--- config.mk ---
export PLATFORM = sky130hd
export DESIGN_NAME = pulse_field_monitor_flat
export DESIGN_NICKNAME = d
export VERILOG_FILES = /design/src/rtl/pulse_field_if.sv /design/src/rtl/pulse_field_monitor.sv /design/src/flat_wrapper.sv
export SDC_FILE = /design/constraint.sdc
export NUM_CORES = 1
export LEC_CHECK = 0
export ABC_AREA = 0
export BUFFER_PORTS_ARGS = -buffer_cell sky130_fd_sc_hd__buf_2
export CAP_MARGIN = 30
export CORE_MARGIN = 2
export CORE_UTILIZATION = 35
export CTS_CLUSTER_DIAMETER = 200
export DETAILED_ROUTE_END_ITERATION = 10
export SLEW_MARGIN = 25
export SYNTH_ARGS = -nofsm -noshare
export SYNTH_HDL_FRONTEND = slang
export SYNTH_SLANG_ARGS = --single-unit
--- constraint.sdc ---
create_clock -name CLOCK_50 -period 4.4 [get_ports CLOCK_50]
set_clock_uncertainty 0.2 [all_clocks]
set_input_delay 0.22 -clock CLOCK_50 [delete_from_list [all_inputs] [get_ports CLOCK_50]]
set_output_delay 0.22 -clock CLOCK_50 [all_outputs]
set_load 0.05 [all_outputs]
--- src/rtl/pulse_field_if.sv ---
// Pulse field monitor bus: field inputs, score clear,
// and the display / rally / collision outputs.
interface pulse_field_if #(
  parameter int WIDTH = 18
);
  logic             tick;
  logic [WIDTH-1:0] left_field;
  logic [WIDTH-1:0] right_field;
  logic             clear;
  logic [6:0]       HEX0;
  logic [6:0]       HEX1;
  logic [6:0]       HEX2;
  logic [6:0]       HEX3;
  logic [6:0]       HEX4;
  logic [6:0]       HEX5;
  logic [6:0]       HEX6;
  logic [6:0]       HEX7;
  logic [13:0]      collisions;
  logic             rally_live;
  logic             rally_done;

  modport master (
    output tick, left_field, right_field, clear,
    input  HEX0, HEX1, HEX2, HEX3,
    input  HEX4, HEX5, HEX6, HEX7,
    input  collisions, rally_live, rally_done
  );

  modport slave (
    input  tick, left_field, right_field, clear,
    output HEX0, HEX1, HEX2, HEX3,
    output HEX4, HEX5, HEX6, HEX7,
    output collisions, rally_live, rally_done
  );
endinterface

--- src/rtl/pulse_field_monitor.sv ---
// LED pulse field scoreboard: capture, decode, score, display.
// Collision counting is built only with PULSE_MONITOR_COLLISION_EN.
module pulse_field_monitor #(
  parameter int WIDTH      = 18,
  parameter int HOLD_TICKS = 4
) (
  input logic         CLOCK_50,
  input logic         reset,
  pulse_field_if.slave bus
);

  typedef struct packed {
    logic [WIDTH-1:0] l;
    logic [WIDTH-1:0] r;
  } cap_t;

  typedef struct packed {
    logic ev_low;
    logic ev_high;
    logic any;
  } dec_t;

  typedef enum logic [1:0] {
    IDLE,
    LIVE,
    DRAIN
  } st_t;

  localparam logic [3:0] HOLD = 4'(HOLD_TICKS);

  logic        v1, v2;
  cap_t        s1;
  dec_t        d_n, s2;
  logic [15:0] lo_q, hi_q;
  st_t         st_q, st_n;
  logic [3:0]  cnt_q, cnt_n;
  logic        done_q, done_n;
  logic [6:0]  hex_q [8];

  function automatic logic [15:0] bcd_inc(
    input logic [15:0] v
  );
    logic [15:0] r;
    logic        c;
    r = v;
    c = 1'b1;
    if (v == 16'h9999) return v;
    for (int i = 0; i < 4; i++) begin
      if (c) begin
        if (r[i*4 +: 4] == 4'd9) begin
          r[i*4 +: 4] = 4'd0;
        end else begin
          r[i*4 +: 4] = r[i*4 +: 4] + 4'd1;
          c = 1'b0;
        end
      end
    end
    return r;
  endfunction

  function automatic logic [6:0] seg7(
    input logic [3:0] d
  );
    case (d)
      4'd0:    return 7'b1000000;
      4'd1:    return 7'b1111001;
      4'd2:    return 7'b0100100;
      4'd3:    return 7'b0110000;
      4'd4:    return 7'b0011001;
      4'd5:    return 7'b0010010;
      4'd6:    return 7'b0000010;
      4'd7:    return 7'b1111000;
      4'd8:    return 7'b0000000;
      4'd9:    return 7'b0010000;
      default: return 7'b1111111;
    endcase
  endfunction

  always_ff @(posedge CLOCK_50 or posedge reset) begin
    if (reset) begin
      v1 <= 1'b0;
      s1 <= '0;
    end else begin
      v1 <= bus.tick & ~bus.clear;
      if (bus.tick) begin
        s1.l <= bus.left_field;
        s1.r <= bus.right_field;
      end
    end
  end

  always_comb begin
    d_n.ev_low  = s1.l[0] & ~s1.r[0];
    d_n.ev_high = s1.r[WIDTH-1] & ~s1.l[WIDTH-1];
    d_n.any     = |(s1.l | s1.r);
  end

  always_ff @(posedge CLOCK_50 or posedge reset) begin
    if (reset) begin
      v2 <= 1'b0;
      s2 <= '0;
    end else begin
      v2 <= v1 & ~bus.clear;
      if (v1) s2 <= d_n;
    end
  end

`ifdef PULSE_MONITOR_COLLISION_EN
  localparam int CW = $clog2(WIDTH + 1);

  logic [WIDTH-1:0] cmask;
  logic [CW-1:0]    ncol_n, ncol_q;
  logic [13:0]      col_q;
  logic [14:0]      col_sum;

  // A left pulse one cell above a right pulse crosses it this tick
  always_comb begin
    cmask  = (s1.l & s1.r) | ((s1.l >> 1) & s1.r);
    ncol_n = '0;
    for (int i = 0; i < WIDTH; i++)
      ncol_n = ncol_n + CW'(cmask[i]);
  end

  always_ff @(posedge CLOCK_50 or posedge reset) begin
    if (reset) ncol_q <= '0;
    else if (v1) ncol_q <= ncol_n;
  end

  assign col_sum = {1'b0, col_q} + 15'(ncol_q);

  always_ff @(posedge CLOCK_50 or posedge reset) begin
    if (reset) begin
      col_q <= '0;
    end else if (bus.clear) begin
      col_q <= '0;
    end else if (v2) begin
      col_q <= col_sum[14] ? 14'h3fff : col_sum[13:0];
    end
  end

  assign bus.collisions = col_q;
`else
  assign bus.collisions = '0;
`endif

  always_ff @(posedge CLOCK_50 or posedge reset) begin
    if (reset) begin
      lo_q <= '0;
      hi_q <= '0;
    end else if (bus.clear) begin
      lo_q <= '0;
      hi_q <= '0;
    end else if (v2) begin
      if (s2.ev_low)  lo_q <= bcd_inc(lo_q);
      if (s2.ev_high) hi_q <= bcd_inc(hi_q);
    end
  end

  always_ff @(posedge CLOCK_50 or posedge reset) begin
    if (reset) begin
      st_q   <= IDLE;
      cnt_q  <= '0;
      done_q <= 1'b0;
    end else begin
      st_q   <= st_n;
      cnt_q  <= cnt_n;
      done_q <= done_n;
    end
  end

  // cnt_q holds the number of empty ticks seen since LIVE
  always_comb begin
    st_n   = st_q;
    cnt_n  = cnt_q;
    done_n = 1'b0;
    if (bus.clear) begin
      st_n  = IDLE;
      cnt_n = '0;
    end else if (v2) begin
      unique case (1'b1)
        (st_q == IDLE): begin
          if (s2.any) st_n = LIVE;
        end
        (st_q == LIVE): begin
          if (!s2.any) begin
            if (HOLD == 4'd1) begin
              st_n   = IDLE;
              done_n = 1'b1;
            end else begin
              st_n  = DRAIN;
              cnt_n = 4'd1;
            end
          end
        end
        (st_q == DRAIN): begin
          if (s2.any) begin
            st_n = LIVE;
          end else if (cnt_q + 4'd1 == HOLD) begin
            st_n   = IDLE;
            cnt_n  = '0;
            done_n = 1'b1;
          end else begin
            cnt_n = cnt_q + 4'd1;
          end
        end
        default: begin
          st_n  = IDLE;
          cnt_n = '0;
        end
      endcase
    end
  end

  assign bus.rally_live = (st_q != IDLE);
  assign bus.rally_done = done_q;

  always_ff @(posedge CLOCK_50 or posedge reset) begin
    if (reset) begin
      for (int i = 0; i < 8; i++)
        hex_q[i] <= 7'b1000000;
    end else begin
      for (int i = 0; i < 4; i++) begin
        hex_q[i]   <= seg7(lo_q[i*4 +: 4]);
        hex_q[i+4] <= seg7(hi_q[i*4 +: 4]);
      end
    end
  end

  assign bus.HEX0 = hex_q[0];
  assign bus.HEX1 = hex_q[1];
  assign bus.HEX2 = hex_q[2];
  assign bus.HEX3 = hex_q[3];
  assign bus.HEX4 = hex_q[4];
  assign bus.HEX5 = hex_q[5];
  assign bus.HEX6 = hex_q[6];
  assign bus.HEX7 = hex_q[7];

endmodule

--- src/flat_wrapper.sv ---
// flat-port wrapper written by rule: the top's interface ports become plain ports
module pulse_field_monitor_flat 
#(
  parameter int WIDTH      = 18,
  parameter int HOLD_TICKS = 4
)
  (CLOCK_50, reset, bus_tick, bus_left_field, bus_right_field, bus_clear, bus_HEX0, bus_HEX1, bus_HEX2, bus_HEX3, bus_HEX4, bus_HEX5, bus_HEX6, bus_HEX7, bus_collisions, bus_rally_live, bus_rally_done);
  pulse_field_if #(.WIDTH(WIDTH)) bus_i ();
  input logic CLOCK_50;
  input logic reset;
  input wire logic [$bits(bus_i.tick)-1:0] bus_tick;
  input wire logic [$bits(bus_i.left_field)-1:0] bus_left_field;
  input wire logic [$bits(bus_i.right_field)-1:0] bus_right_field;
  input wire logic [$bits(bus_i.clear)-1:0] bus_clear;
  output wire logic [$bits(bus_i.HEX0)-1:0] bus_HEX0;
  output wire logic [$bits(bus_i.HEX1)-1:0] bus_HEX1;
  output wire logic [$bits(bus_i.HEX2)-1:0] bus_HEX2;
  output wire logic [$bits(bus_i.HEX3)-1:0] bus_HEX3;
  output wire logic [$bits(bus_i.HEX4)-1:0] bus_HEX4;
  output wire logic [$bits(bus_i.HEX5)-1:0] bus_HEX5;
  output wire logic [$bits(bus_i.HEX6)-1:0] bus_HEX6;
  output wire logic [$bits(bus_i.HEX7)-1:0] bus_HEX7;
  output wire logic [$bits(bus_i.collisions)-1:0] bus_collisions;
  output wire logic [$bits(bus_i.rally_live)-1:0] bus_rally_live;
  output wire logic [$bits(bus_i.rally_done)-1:0] bus_rally_done;
  assign bus_i.tick = bus_tick;
  assign bus_i.left_field = bus_left_field;
  assign bus_i.right_field = bus_right_field;
  assign bus_i.clear = bus_clear;
  assign bus_HEX0 = bus_i.HEX0;
  assign bus_HEX1 = bus_i.HEX1;
  assign bus_HEX2 = bus_i.HEX2;
  assign bus_HEX3 = bus_i.HEX3;
  assign bus_HEX4 = bus_i.HEX4;
  assign bus_HEX5 = bus_i.HEX5;
  assign bus_HEX6 = bus_i.HEX6;
  assign bus_HEX7 = bus_i.HEX7;
  assign bus_collisions = bus_i.collisions;
  assign bus_rally_live = bus_i.rally_live;
  assign bus_rally_done = bus_i.rally_done;
  pulse_field_monitor #(.WIDTH(WIDTH), .HOLD_TICKS(HOLD_TICKS)) u_core (.CLOCK_50(CLOCK_50), .reset(reset), .bus(bus_i));
endmodule
==> flow_summary.yaml <==
outcome:
  status: "finished clean"
detailed_routing:
  drtPass1Iterations: 4
  wl_per_cell_um: 13.17
  vias: 5242
  via_per_inst: 4.796
  routed_wirelength_mm: 14.39
  drc: 0
  dr.first_iter.drc_count: 250
  ant_nets: 0
pwr:
  leakage_nw: 3.925
  ir_worst_vdd_mv: 0.2598
  power-per-cell-area_nw_per_um2: 378.7
setup_path:
  crit_path_max_fanout: 6
  max_stage_delay_ns: 0.58
  path_class: "flip-flop to flip-flop"
  crit_slowest_cell: "nor3_1"
  worstPathRequired_ns: 4.52
  worstSetupEndpointType: "flip-flop"
  worstPathArrival_ns: 2.44
  crit_chain: "inv_1 -> ha_1 -> nand3b_1 -> nor3_1 -> nand4_1 -> a221oi_1"
  cp-start-kind: "flip-flop"
clock_network:
  tritoncts: "done"
  cts-root-buf: "clkbuf_16"
  postCtsSetupRepairBufs: 0
  cts_buffers: 17
  ctsHoldBuffers: 37
  clock_latency_ns: 0.42
  htree_levels: 4
  cts.sinks: 136
  cts_buffer_depth: 2
  clk_pin_slew_ns: 0.06
  cts_resized: 0
timing:
  relSlewSlack: 0.4626
  slew_viol_final: 0
  setup_slack_ns: 2.079
  period_share: 0.5275
  finalSetupViolCount: 0
  rsz0062_at_grt: "false"
  fmax_mhz: 430.9
  hold_viol_final: 0
  tns_ns: 0
  min_period_ns: 2.321
  worstMarginPinSlew_ns: 0.8061
final_layout:
  fillerInstances: 1860
  syn2layout_area_growth_pct: 23.92
  insertedDiodeCount: 0
  fin_nets: 902
  drive_gt1_frac: 0.2295
floorplan:
  initial_utilization: 0.3555
  die_w_um: 144.4
  io_pins: 112
  std_cell_rows: 51
  core-area_um2: 19400
  die_height_um: 144.4
  die_area_um2: 20840
global_route:
  overflow: 0
  grt_max_degree: 72
  grt_pass1_vias: 5040
  antenna_found_initial: 0
  grt_util_all_layers: 0.1469
  grt_pass1_wl_mm: 24.35
synth:
  yosysWarnings: 0
  avgSynthCellArea_um2: 10.01
  syn_inst: 689
  synth_ff_type: "dfrtp_1"
  synth_area_um2: 6895
  synth-edff-count: 0
  ys_seq_area_frac: 0.4950
  ys_ff_latch: 136
  synthArstFlopShare: 1.000
  ys_types: 57
flow_run:
  max_cap_viol_count: 0
placed_design:
  gp_congestion: 0.8023
  io_buffer_count: 97
  dp_hpwl_mm: 9.602
  post-place-ws_ns: 2.117
worst_hold_path:
  hp-class: "primary input to flip-flop"
[power by group]
group / total, mW / switching (mW) / internal, mW
clock network: 1.51 / 0.557 / 0.954
logic: 0.360 / 0.236 / 0.124
registers: 1.36 / 0.0428 / 1.32
total: 3.24 / 0.837 / 2.40
[stage by stage]
| step | util | cell area (um^2) | total power, mW | hold slack (ns) | std cells |
|---|---|---|---|---|---|
| global route | 0.4405 | 8544 | 3.384 | 0.2201 | 1093 |
| floorplan | - | 6944 | 1.643 | 0.1717 | 702 |
| global placement | 0.3876 | 7520 | 1.717 | 0.2521 | 1023 |
| CTS | 0.4405 | 8544 | 3.286 | 0.1805 | 1093 |
| finish | 0.4405 | 8544 | 3.236 | 0.1831 | 1093 |
| detailed placement | 0.3891 | 7547 | 1.722 | 0.1736 | 1024 |
[layer usage]
layer  vias to the layer above  track usage  routed length (um)
met5                         -            0                   0
met4                         0      0.05519                 192
met3                        15      0.04007                 680
met2                       123       0.2317                6751
met1                      2472       0.1933                6768
li1                       2632            -                   -
[sequential cells by signal, indices dropped and copies added, names as in the netlist, 7 cells and up]
name / count
u_core.lo_q: 16
u_core.bus.HEX5: 7
u_core.bus.HEX0: 7
u_core.bus.HEX3: 7
u_core.s1: 36
u_core.bus.HEX1: 7
u_core.hi_q: 16
u_core.bus.HEX4: 7
u_core.bus.HEX6: 7
u_core.bus.HEX7: 7
u_core.bus.HEX2: 7
[cell usage after synthesis (10+ instances only)]
| cell type | number | area share |
|---|---|---|
| dfrtp_1 | 128 | 0.46 |
| a21oi_1 | 62 | 0.045 |
| nand2_1 | 61 | 0.033 |
| nor2_1 | 61 | 0.033 |
| o21ai_0 | 59 | 0.043 |
| ha_1 | 47 | 0.085 |
| inv_1 | 38 | 0.021 |
| mux2_2 | 37 | 0.060 |
| buf_4 | 20 | 0.022 |
| nand3_1 | 19 | 0.014 |
| clkbuf_1 | 14 | 0.0076 |
| a31oi_1 | 12 | 0.011 |
| nor4_1 | 11 | 0.010 |
| nand3b_1 | 10 | 0.011 |
| nor3_1 | 10 | 0.0073 |
[logic make-up after synthesis]
kind of cell | after synthesis | synth area share
AO/OA/AOI/OAI | 155 | 0.1259
XOR/XNOR | 1 | 0.001270
adder cells (fa/ha/maj) | 47 | 0.08528
buffers and inverters | 80 | 0.05752
flip-flops | 136 | 0.4950
multiplexers | 41 | 0.06623
other | 1 | 0.0005438
AND/OR/NAND/NOR | 228 | 0.1682
[cell type report]
class                           count  area, um^2  area share
Sequential cell                   136        3413      0.3995
Multi-Input combinational cell    486        3134      0.3668
Timing Repair Buffer              136       890.9      0.1043
Clock buffer                       19       432.9     0.05067
Tap cell                          265       331.6     0.03881
Clock inverter                     13       193.9     0.02270
Inverter                           38       147.6     0.01728
[worst max-delay path, delay by kind of cell, from the launching register on]
family                     cells  cell delay (ns)
DFF                            1             0.43
and+or+nand+nor                3             0.91
AOI/OAI and AO/OA              1             0.30
adders and majority gates      1             0.21
buffers and inverters          1             0.18
[cells in the final DEF, fill, tap and decap left out, types with 6 or more instances in the layout]
| master | count |
|---|---|
| a21oi_1 | 62 |
| a31oi_1 | 12 |
| buf_2 | 97 |
| clkbuf_16 | 17 |
| conb_1 | 14 |
| dfrtp_1 | 128 |
| dfstp_2 | 8 |
| dlygate4sd3_1 | 37 |
| ha_1 | 47 |
| inv_1 | 37 |
| mux2_2 | 37 |
| nand2_1 | 61 |
| nand2b_1 | 7 |
| nand3_1 | 19 |
| nand3b_1 | 10 |
| nand4_1 | 6 |
| nor2_1 | 61 |
| nor2b_1 | 6 |
| nor3_1 | 10 |
| nor4_1 | 11 |
| o21ai_0 | 59 |
| or2_2 | 8 |
| or4_1 | 6 |
[final timing paths]
check | from | end | slack (ns) | cells past startpoint
min reg2reg | u_core.s1[32] | u_core.s1[32] | 0.31 | 1
max in group asynchronous | reset | u_core.bus.HEX0[6] | 2.66 | 5
max | u_core.lo_q[5] | u_core.lo_q[11] | 2.08 | 6
min | bus_clear | u_core.lo_q[0] | 0.18 | 2
max reg2reg | u_core.lo_q[5] | u_core.lo_q[11] | 2.08 | 6
min in group asynchronous | reset | u_core.hi_q[15] | 0.27 | 3
Power figures use the tool's default switching activity.
